### src/rtl/line_clipper_if.sv
// Handshake and coordinate bundle for line_clipper: input line/window transfer and clipped result.
interface line_clipper_if #(
    parameter int CW = 16
);
    logic signed [CW-1:0] i_x1, i_y1, i_x2, i_y2;
    logic signed [CW-1:0] i_xmin, i_xmax, i_ymin, i_ymax;
    logic                 i_valid;
    logic                 o_ready;
    logic signed [CW-1:0] o_x1, o_y1, o_x2, o_y2;
    logic                 o_visible;
    logic                 o_valid;
    logic                 i_ready;

    modport master (
        output i_x1, i_y1, i_x2, i_y2, i_xmin, i_xmax, i_ymin, i_ymax, i_valid, i_ready,
        input  o_ready, o_x1, o_y1, o_x2, o_y2, o_visible, o_valid
    );

    modport slave (
        input  i_x1, i_y1, i_x2, i_y2, i_xmin, i_xmax, i_ymin, i_ymax, i_valid, i_ready,
        output o_ready, o_x1, o_y1, o_x2, o_y2, o_visible, o_valid
    );
endinterface

### src/rtl/line_clipper.sv
// Cohen-Sutherland line clipper with a bit-serial restoring divider for edge intersections.
// Define LINE_CLIPPER_ROUND_EN to round intersection quotients to nearest instead of truncating.
module line_clipper #(
    parameter int CW       = 16,
    parameter int MAX_PASS = 8
) (
    input logic           clk,
    input logic           rst,
    line_clipper_if.slave bus
);
    localparam int PW     = 2 * CW + 2;
    localparam int CNT_W  = $clog2(PW + 1);
    localparam int PASS_W = $clog2(MAX_PASS + 1);

    typedef enum logic [2:0] {IDLE, CODE, MUL, DIV, UPD, DONE} state_t;

    state_t               state_q, state_d;
    logic signed [CW-1:0] x1_q, y1_q, x2_q, y2_q;
    logic signed [CW-1:0] x1_d, y1_d, x2_d, y2_d;
    logic signed [CW-1:0] xmin_q, xmax_q, ymin_q, ymax_q;
    logic signed [CW-1:0] xmin_d, xmax_d, ymin_d, ymax_d;
    logic                 visible_q, visible_d;
    logic [PASS_W-1:0]    pass_q, pass_d;
    logic                 sel_q, sel_d;
    logic                 xedge_q, xedge_d;
    logic signed [CW-1:0] edge_val_q, edge_val_d;
    logic [PW-1:0]        dq_q, dq_d;
    logic [CW:0]          rem_q, rem_d;
    logic [CW:0]          dvs_q, dvs_d;
    logic                 neg_q, neg_d;
    logic [CNT_W-1:0]     cnt_q, cnt_d;

    logic [3:0]           code1, code2, code_sel;
    logic signed [CW-1:0] xs, ys, other_new;
    logic signed [CW:0]   dx, dy, d_other, d_edge, diff;
    logic signed [PW-1:0] prod_a, prod_b, prod;
    logic [PW-1:0]        prod_mag, q_mag, q_signed;
    logic [CW:0]          edge_mag;
    logic [CW+1:0]        rem_shift, rem_sub;
    logic                 take;
    logic                 unused_bits;

    function automatic logic [3:0] outcode(input logic signed [CW-1:0] x, y, xmin, xmax, ymin, ymax);
        outcode = {y < ymin, y > ymax, x > xmax, x < xmin};
    endfunction

    // Datapath: outcodes, intersection product, one restoring-division step and the final quotient.
    always_comb begin
        code1    = outcode(x1_q, y1_q, xmin_q, xmax_q, ymin_q, ymax_q);
        code2    = outcode(x2_q, y2_q, xmin_q, xmax_q, ymin_q, ymax_q);
        code_sel = (code1 != 4'b0) ? code1 : code2;
        xs       = sel_q ? x2_q : x1_q;
        ys       = sel_q ? y2_q : y1_q;
        dx       = {x2_q[CW-1], x2_q} - {x1_q[CW-1], x1_q};
        dy       = {y2_q[CW-1], y2_q} - {y1_q[CW-1], y1_q};
        if (xedge_q) begin
            d_other = dy;
            d_edge  = dx;
            diff    = {edge_val_q[CW-1], edge_val_q} - {xs[CW-1], xs};
        end else begin
            d_other = dx;
            d_edge  = dy;
            diff    = {edge_val_q[CW-1], edge_val_q} - {ys[CW-1], ys};
        end
        prod_a    = {{(PW-CW-1){d_other[CW]}}, d_other};
        prod_b    = {{(PW-CW-1){diff[CW]}}, diff};
        prod      = prod_a * prod_b;
        prod_mag  = prod[PW-1] ? -prod : prod;
        edge_mag  = d_edge[CW] ? -d_edge : d_edge;
        rem_shift = {rem_q, dq_q[PW-1]};
        rem_sub   = rem_shift - {1'b0, dvs_q};
        take      = (rem_shift >= {1'b0, dvs_q});
        q_mag     = dq_q;
`ifdef LINE_CLIPPER_ROUND_EN
        if ({rem_q, 1'b0} >= {1'b0, dvs_q}) begin
            q_mag = dq_q + PW'(1);
        end
`else
`endif
        if (dvs_q == '0) begin
            q_mag = '0;
        end
        q_signed    = neg_q ? -q_mag : q_mag;
        other_new   = (xedge_q ? ys : xs) + q_signed[CW-1:0];
        unused_bits = ^{q_signed[PW-1:CW], rem_sub[CW+1]};
    end

    // Control: handshake, accept/reject decisions and per-pass sequencing.
    always_comb begin
        state_d    = state_q;
        x1_d       = x1_q;
        y1_d       = y1_q;
        x2_d       = x2_q;
        y2_d       = y2_q;
        xmin_d     = xmin_q;
        xmax_d     = xmax_q;
        ymin_d     = ymin_q;
        ymax_d     = ymax_q;
        visible_d  = visible_q;
        pass_d     = pass_q;
        sel_d      = sel_q;
        xedge_d    = xedge_q;
        edge_val_d = edge_val_q;
        dq_d       = dq_q;
        rem_d      = rem_q;
        dvs_d      = dvs_q;
        neg_d      = neg_q;
        cnt_d      = cnt_q;
        case (state_q)
            IDLE: begin
                if (bus.i_valid) begin
                    x1_d      = bus.i_x1;
                    y1_d      = bus.i_y1;
                    x2_d      = bus.i_x2;
                    y2_d      = bus.i_y2;
                    xmin_d    = bus.i_xmin;
                    xmax_d    = bus.i_xmax;
                    ymin_d    = bus.i_ymin;
                    ymax_d    = bus.i_ymax;
                    pass_d    = '0;
                    visible_d = 1'b0;
                    state_d   = CODE;
                end
            end
            CODE: begin
                if (code1 == 4'b0 && code2 == 4'b0) begin
                    visible_d = 1'b1;
                    state_d   = DONE;
                end else if ((code1 & code2) != 4'b0 || xmin_q > xmax_q || ymin_q > ymax_q) begin
                    visible_d = 1'b0;
                    state_d   = DONE;
                end else begin
                    sel_d = (code1 == 4'b0);
                    if (code_sel[0]) begin
                        xedge_d    = 1'b1;
                        edge_val_d = xmin_q;
                    end else if (code_sel[1]) begin
                        xedge_d    = 1'b1;
                        edge_val_d = xmax_q;
                    end else if (code_sel[3]) begin
                        xedge_d    = 1'b0;
                        edge_val_d = ymin_q;
                    end else begin
                        xedge_d    = 1'b0;
                        edge_val_d = ymax_q;
                    end
                    state_d = MUL;
                end
            end
            MUL: begin
                dq_d    = prod_mag;
                rem_d   = '0;
                dvs_d   = edge_mag;
                neg_d   = prod[PW-1] ^ d_edge[CW];
                cnt_d   = CNT_W'(PW);
                state_d = DIV;
            end
            DIV: begin
                rem_d = take ? rem_sub[CW:0] : rem_shift[CW:0];
                dq_d  = {dq_q[PW-2:0], take};
                cnt_d = cnt_q - CNT_W'(1);
                if (cnt_q == CNT_W'(1)) begin
                    state_d = UPD;
                end
            end
            UPD: begin
                if (xedge_q) begin
                    if (sel_q) begin
                        x2_d = edge_val_q;
                        y2_d = other_new;
                    end else begin
                        x1_d = edge_val_q;
                        y1_d = other_new;
                    end
                end else begin
                    if (sel_q) begin
                        y2_d = edge_val_q;
                        x2_d = other_new;
                    end else begin
                        y1_d = edge_val_q;
                        x1_d = other_new;
                    end
                end
                pass_d = pass_q + PASS_W'(1);
                if (pass_d == PASS_W'(MAX_PASS)) begin
                    visible_d = 1'b0;
                    state_d   = DONE;
                end else begin
                    state_d = CODE;
                end
            end
            DONE: begin
                if (bus.i_ready) begin
                    state_d = IDLE;
                end
            end
            default: state_d = IDLE;
        endcase
    end

    always_ff @(posedge clk or posedge rst) begin
        if (rst) begin
            state_q    <= IDLE;
            x1_q       <= '0;
            y1_q       <= '0;
            x2_q       <= '0;
            y2_q       <= '0;
            xmin_q     <= '0;
            xmax_q     <= '0;
            ymin_q     <= '0;
            ymax_q     <= '0;
            visible_q  <= 1'b0;
            pass_q     <= '0;
            sel_q      <= 1'b0;
            xedge_q    <= 1'b0;
            edge_val_q <= '0;
            dq_q       <= '0;
            rem_q      <= '0;
            dvs_q      <= '0;
            neg_q      <= 1'b0;
            cnt_q      <= '0;
        end else begin
            state_q    <= state_d;
            x1_q       <= x1_d;
            y1_q       <= y1_d;
            x2_q       <= x2_d;
            y2_q       <= y2_d;
            xmin_q     <= xmin_d;
            xmax_q     <= xmax_d;
            ymin_q     <= ymin_d;
            ymax_q     <= ymax_d;
            visible_q  <= visible_d;
            pass_q     <= pass_d;
            sel_q      <= sel_d;
            xedge_q    <= xedge_d;
            edge_val_q <= edge_val_d;
            dq_q       <= dq_d;
            rem_q      <= rem_d;
            dvs_q      <= dvs_d;
            neg_q      <= neg_d;
            cnt_q      <= cnt_d;
        end
    end

    assign bus.o_x1      = x1_q;
    assign bus.o_y1      = y1_q;
    assign bus.o_x2      = x2_q;
    assign bus.o_y2      = y2_q;
    assign bus.o_visible = visible_q;
    assign bus.o_valid   = (state_q == DONE);
    assign bus.o_ready   = (state_q == IDLE);
endmodule

### src/flat_wrapper.sv
// flat-port wrapper written by rule: the top's interface ports become plain ports
module line_clipper_flat 
#(
    parameter int CW       = 16,
    parameter int MAX_PASS = 8
)
  (clk, rst, bus_i_x1, bus_i_y1, bus_i_x2, bus_i_y2, bus_i_xmin, bus_i_xmax, bus_i_ymin, bus_i_ymax, bus_i_valid, bus_i_ready, bus_o_ready, bus_o_x1, bus_o_y1, bus_o_x2, bus_o_y2, bus_o_visible, bus_o_valid);
  line_clipper_if #(.CW(CW)) bus_i ();
  input logic clk;
  input logic rst;
  input wire logic [$bits(bus_i.i_x1)-1:0] bus_i_x1;
  input wire logic [$bits(bus_i.i_y1)-1:0] bus_i_y1;
  input wire logic [$bits(bus_i.i_x2)-1:0] bus_i_x2;
  input wire logic [$bits(bus_i.i_y2)-1:0] bus_i_y2;
  input wire logic [$bits(bus_i.i_xmin)-1:0] bus_i_xmin;
  input wire logic [$bits(bus_i.i_xmax)-1:0] bus_i_xmax;
  input wire logic [$bits(bus_i.i_ymin)-1:0] bus_i_ymin;
  input wire logic [$bits(bus_i.i_ymax)-1:0] bus_i_ymax;
  input wire logic [$bits(bus_i.i_valid)-1:0] bus_i_valid;
  input wire logic [$bits(bus_i.i_ready)-1:0] bus_i_ready;
  output wire logic [$bits(bus_i.o_ready)-1:0] bus_o_ready;
  output wire logic [$bits(bus_i.o_x1)-1:0] bus_o_x1;
  output wire logic [$bits(bus_i.o_y1)-1:0] bus_o_y1;
  output wire logic [$bits(bus_i.o_x2)-1:0] bus_o_x2;
  output wire logic [$bits(bus_i.o_y2)-1:0] bus_o_y2;
  output wire logic [$bits(bus_i.o_visible)-1:0] bus_o_visible;
  output wire logic [$bits(bus_i.o_valid)-1:0] bus_o_valid;
  assign bus_i.i_x1 = bus_i_x1;
  assign bus_i.i_y1 = bus_i_y1;
  assign bus_i.i_x2 = bus_i_x2;
  assign bus_i.i_y2 = bus_i_y2;
  assign bus_i.i_xmin = bus_i_xmin;
  assign bus_i.i_xmax = bus_i_xmax;
  assign bus_i.i_ymin = bus_i_ymin;
  assign bus_i.i_ymax = bus_i_ymax;
  assign bus_i.i_valid = bus_i_valid;
  assign bus_i.i_ready = bus_i_ready;
  assign bus_o_ready = bus_i.o_ready;
  assign bus_o_x1 = bus_i.o_x1;
  assign bus_o_y1 = bus_i.o_y1;
  assign bus_o_x2 = bus_i.o_x2;
  assign bus_o_y2 = bus_i.o_y2;
  assign bus_o_visible = bus_i.o_visible;
  assign bus_o_valid = bus_i.o_valid;
  line_clipper #(.CW(CW), .MAX_PASS(MAX_PASS)) u_core (.clk(clk), .rst(rst), .bus(bus_i));
endmodule
### config.mk
export PLATFORM = sky130hd
export DESIGN_NAME = line_clipper_flat
export DESIGN_NICKNAME = d
export VERILOG_FILES = /design/src/rtl/line_clipper_if.sv /design/src/rtl/line_clipper.sv /design/src/flat_wrapper.sv
export SDC_FILE = /design/constraint.sdc
export NUM_CORES = 2
export LEC_CHECK = 0
export CAP_MARGIN = 20
export CORE_MARGIN = 1
export CORE_UTILIZATION = 41
export DETAILED_ROUTE_END_ITERATION = 10
export GPL_ROUTABILITY_DRIVEN = 0
export PLACE_DENSITY = 0.73
export RECOVER_POWER = 50
export SLEW_MARGIN = 20
export SYNTH_ARGS = -nofsm -noshare
export SYNTH_HDL_FRONTEND = slang
export SYNTH_SLANG_ARGS = --single-unit
### constraint.sdc
create_clock -name clk -period 10.4 [get_ports clk]
set_clock_uncertainty 0.05 [all_clocks]
set_input_delay 1.04 -clock clk [delete_from_list [all_inputs] [get_ports clk]]
set_output_delay 1.04 -clock clk [all_outputs]
set_load 0.01 [all_outputs]
# Yosys cells after proc, flatten, opt, wreduce, memory -nomap -nowiden
# Index checks and enable logic that the tools add are counted.
# word_totals
register_bits	229
input_bits	132
output_inout_bits	67
wordCells	129
# op_classes
add_sub_neg	11
multipliers	1
order_cmp	11
n_eq_ne	14
n_mux	50
n_bitwise	4
n_reduce_logical	19
# op_table
operator	n
2-to-1 mux 16 bit	20
case mux 16 bit (2 select lines)	4
greater-than comparator 16 bit	6
2-to-1 mux 17 bit	5
case mux 34 bit (2 select lines)	1
subtractor 16 x 16 -> 17 bit	4
< comparator 16 bit	4
multiplier 17 x 17 -> 34 bit	1
2-to-1 mux 34 bit	1
negator 34 bit	1
case mux 17 bit (2 select lines)	1
greater-or-equal comparator 18 x 17 -> 1 bit	1
2-to-1 mux 3 bit	6
case mux 3 bit (6 select lines)	1
zero test 17 bit	1
negator 17 bit	1
subtractor 17 bit	1
adder 16 bit	1
negator 16 bit	1
case mux 6 bit (2 select lines)	1
AND reduction 3 bit	4
zero test 4 bit	2
2-to-1 mux 4 bit	2
case mux 4 bit (2 select lines)	1
23 further kinds	39

# Logic depth before layout (Yosys ltp)
# depth
depth_word	8
mapped_depth	45
mapped_depth_nobuf	37

# Worst setup path before layout
# Ideal clock, no wire load.
# synth_timing
path_type	flip-flop to flip-flop
from	reg u_core.xedge_q
to	reg u_core.dq_q[25]
setup_ns	0.122
arrival_ns	11.192
required_ns	10.228
setup_slack_ns	-0.964
stages_incl_launch_ff	40
n_path_buf	7
synth_period_minus_slack_ns	11.364
path_cell_list	dfrtp_1 -> clkbuf_1 -> clkbuf_1 -> buf_1 -> clkbuf_1 -> buf_1 -> mux4_2 -> ha_1 -> inv_1 -> fa_1 -> a21o_1 -> a21oi_1 -> o21ai_0 -> a21oi_1 -> o21bai_1 -> a211oi_1 -> o21ai_0 -> nand4_1 -> (+4 left out) -> fa_1 -> fa_1 -> fa_1 -> fa_1 -> inv_1 -> fa_1 -> inv_1 -> ha_1 -> clkbuf_1 -> a211o_1 -> a2111oi_4 -> nor2_2 -> or3_1 -> o22a_2 -> nor4_4 -> a31oi_1 -> or3_1 -> a32o_1
# synth_between
elab_chain_len	5
word_cells_on_any_way	6
cone_classes	add/sub: 1; mul: 1; mux: 4
# synth_lines
item	line	rtl
start: declaration	line_clipper.sv:25	logic xedge_q, xedge_d;
start signal: assignment	line_clipper.sv:235	xedge_q <= xedge_d;
2-to-1 mux 17 bit	line_clipper.sv:56	if (xedge_q) begin
multiplier 17 x 17 -> 34 bit *	line_clipper.sv:67	prod = prod_a * prod_b;
negator 34 bit	line_clipper.sv:68	prod_mag = prod[PW-1] ? -prod : prod;
2-to-1 mux 34 bit *	line_clipper.sv:68	
case mux 34 bit (2 select lines) *	line_clipper.sv:109	case (state_q)
end signal: assignment	line_clipper.sv:237	dq_q <= dq_d;
end: declaration	line_clipper.sv:27	logic [PW-1:0] dq_q, dq_d;
# Mark *: on every way between the ends. The rest lies on a longest branch, timed or not.
# A chain may end at the register's enable or synchronous reset.

# Worst setup path after layout
# Ends and elaborated chain as after synthesis.

==> impl_results.md <==
- Final Cycle Share: 96.1%
- Via total after detailed routing: 29.0k
- Worst skew pair latency: 590 ps
- TritonCTS buffer count: 29
- Hold/Removal Path Class: register to register
- CP required: 10,800 ps
- I/O Buffers: 198
- Number of top-level pins: 199
- Number of global-route vias before repair: 28.3k
- WL/cell: 20.2 um
- List of most frequent post-synthesis cells: inv_1 (542), nand2_1 (422), ha_1 (327)
- Slowest cell on the critical path: dfrtp_4
- Area grow syn2layout: 14.5%
- Mean Syn Cell Area: 8.45 um2
- Worst-margin pin slew: 4430 ps
- CP endpoint kind: register
- Final nets: 4,736
- Critical Path AT: 10,400 ps
- Mapped Cells: 3,793
- Status: complete, but fails checks
- Die Area: 0.0793 mm2
- Row count: 102
- Gr ovfl total: 0
- Top-count cell post-synth: inv_1
- First-iteration detailed-routing DRC count: 2,648
- Startpoint types: register
- Critical-path maximum fanout: 13
- Core footprint: 0.0775 mm2
- Failing checks: max-capacitance violations, max-slew violations
- Register area share after synthesis: 17.9%
- Starting Density: 41.4%
- FMAX: 0.100 GHz
- Hold_buf cts: 0
- Largest cells by area after synthesis: fa_1 (19%), dfrtp_1 (18%), ha_1 (13%)
- Mapped Area: 0.0321 mm2
- ANT nets after route: 0
- Slew margin rel.: -197%
- Die Width: 282 um
- First-pass GRT wire length: 160,000 um
- Post-synth top area share: 18.8%
- DRT Pass-1 Iters: 6
- Clock Tree Buf Depth: 3
- Max incr delay on CP: 560 ps
- Detail Placement HPWL: 82,700 um
- Synth async-reset ratio: 100%
- Tmin final: 10000 ps
- Number of synthesized flops with an enable pin: 0
- Die Ht: 282 um
- Post-synth cell types: 92
- Drt total wl: 102,000 um
- # setup viols final: 0
- Clk sink count: 229
- H-tree Lvls: 1
- Max Cap Viol: 5
- Dominant cell type by count on the critical path: fa_1
- Slew Limit Fails: 373
- Setup TNS: 0 ps
- CTS root buffer: clkbuf_16
- Most used DFF post-synth: dfrtp_1
- Ys Warns: 0
- Layout cells sized above 1: 6.83%
- Syn Nets: 4,553
- CTS tree: done
- Initial antenna violation count: 1
- GRT Total Usage: 25.7%
- Number of vias per cell: 5.76
- Clock transition at path regs: 60 ps
- Kind of critical path: register to register
- Largest net degree at the start of global routing: 108
- Flops & latches, synth: 229
- Final hold vios: 0
- Fill count: 7,433
- # DRC: 0
- Largest area contributor in the netlist: fa_1
==> final cells by class <==
cell class | instances | area [um2] | share of cell area, %
antenna | 2 | 5.00 | 0.0136
clock buffer | 41 | 851 | 2.32
clock inverter | 11 | 151 | 0.413
inverter | 543 | 2040 | 5.56
multi-input combinational | 2867 | 23900 | 65.0
sequential | 229 | 5740 | 15.6
tap | 1040 | 1300 | 3.55
timing repair buffer | 306 | 2760 | 7.51
==> cells in the final DEF (no fill, tap or decap), types with 77 or more instances in the layout <==
cell | netlist | routed
a21oi_1 | 169 | 164
clkdlybuf4s50_1 | 0 | 145
o21ai_0 | 274 | 271
nand2_1 | 422 | 421
xnor2_1 | 79 | 77
buf_4 | 1 | 96
fa_1 | 301 | 300
nor2_1 | 263 | 263
inv_1 | 542 | 540
ha_1 | 327 | 326
dfrtp_1 | 229 | 227
==> worst max-delay path: cells and delay by family (launching register included) <==
family          cells  cell delay [ps]
xor+xnor            1              210
simple gates        7             1430
flops               1              560
compound gates     12             2900
fa+ha+maj           9             4110
mux                 1              250
buf+inv             6              330
==> worst paths after layout <==
| kind | start | endpoint | slack [ps] | cells after the start |
|---|---|---|---|---|
| hold / removal | u_core.dq_q[26] | u_core.dq_q[26] | 420 | 2 |
| hold reg to reg | u_core.dq_q[26] | u_core.dq_q[26] | 420 | 2 |
| setup reg to reg | u_core.xedge_q | u_core.dq_q[25] | 400 | 36 |
| setup / recovery | u_core.xedge_q | u_core.dq_q[25] | 400 | 36 |
| min in group asynchronous | rst | u_core.cnt_q[3] | 2220 | 2 |
| max in group asynchronous | rst | u_core.xedge_q | 3180 | 4 |
==> what timing repair did <==
action	CTS	global route
buffers inserted	0	2
resized for setup	0	21
endpoints found under the setup margin	0	34
==> kinds of logic after synthesis <==
group / Yosys count / synth area share [%]
simple gates: 1142 / 16.9
fa+ha+maj: 628 / 31.6
compound gates: 875 / 17.6
buf+inv: 697 / 8.21
flops: 229 / 17.9
xor+xnor: 118 / 3.22
mux: 104 / 4.59
==> per-layer routing <==
layer  vias to the layer above  global-route usage [%]  share of wire, %
met1                     14100                    34.5                42
met5                         -                       0                 0
met4                         0                    11.0               5.2
met3                       247                    4.90               8.8
met2                      1356                    40.3                44
li1                      13300                       -                 -
==> registers in the layout (all words and copies together), names as in the netlist, 3 cells and up <==
signal	cells
u_core.cnt_q	6
u_core.xmin_q	16
u_core.dvs_q	17
u_core.bus.o_x1	16
u_core.dq_q	34
u_core.ymin_q	16
u_core.pass_q	4
u_core.bus.o_y1	16
u_core.bus.o_x2	16
u_core.rem_q	17
u_core.xmax_q	16
u_core.edge_val_q	16
u_core.bus.o_y2	16
u_core.ymax_q	16
u_core.state_q	3
==> through the flow <==
step | setup WS (ps) | cell area (um2) | instances | util [%] | hold slack, ps
global placement | 236 | 35700 | 4983 | 46.0 | 405
detailed placement | 149 | 35700 | 4983 | 46.0 | 409
floorplan | 17.8 | 32100 | 3793 | - | 391
finish | 404 | 36700 | 5039 | 47.4 | 420
global route | -27.0 | 36700 | 5037 | 47.4 | 461
CTS | 109 | 36700 | 5035 | 47.3 | 422
Power is left out: the tool's default activity adds up to more than one toggle a clock period on the data nets, which glitch-free logic cannot reach.
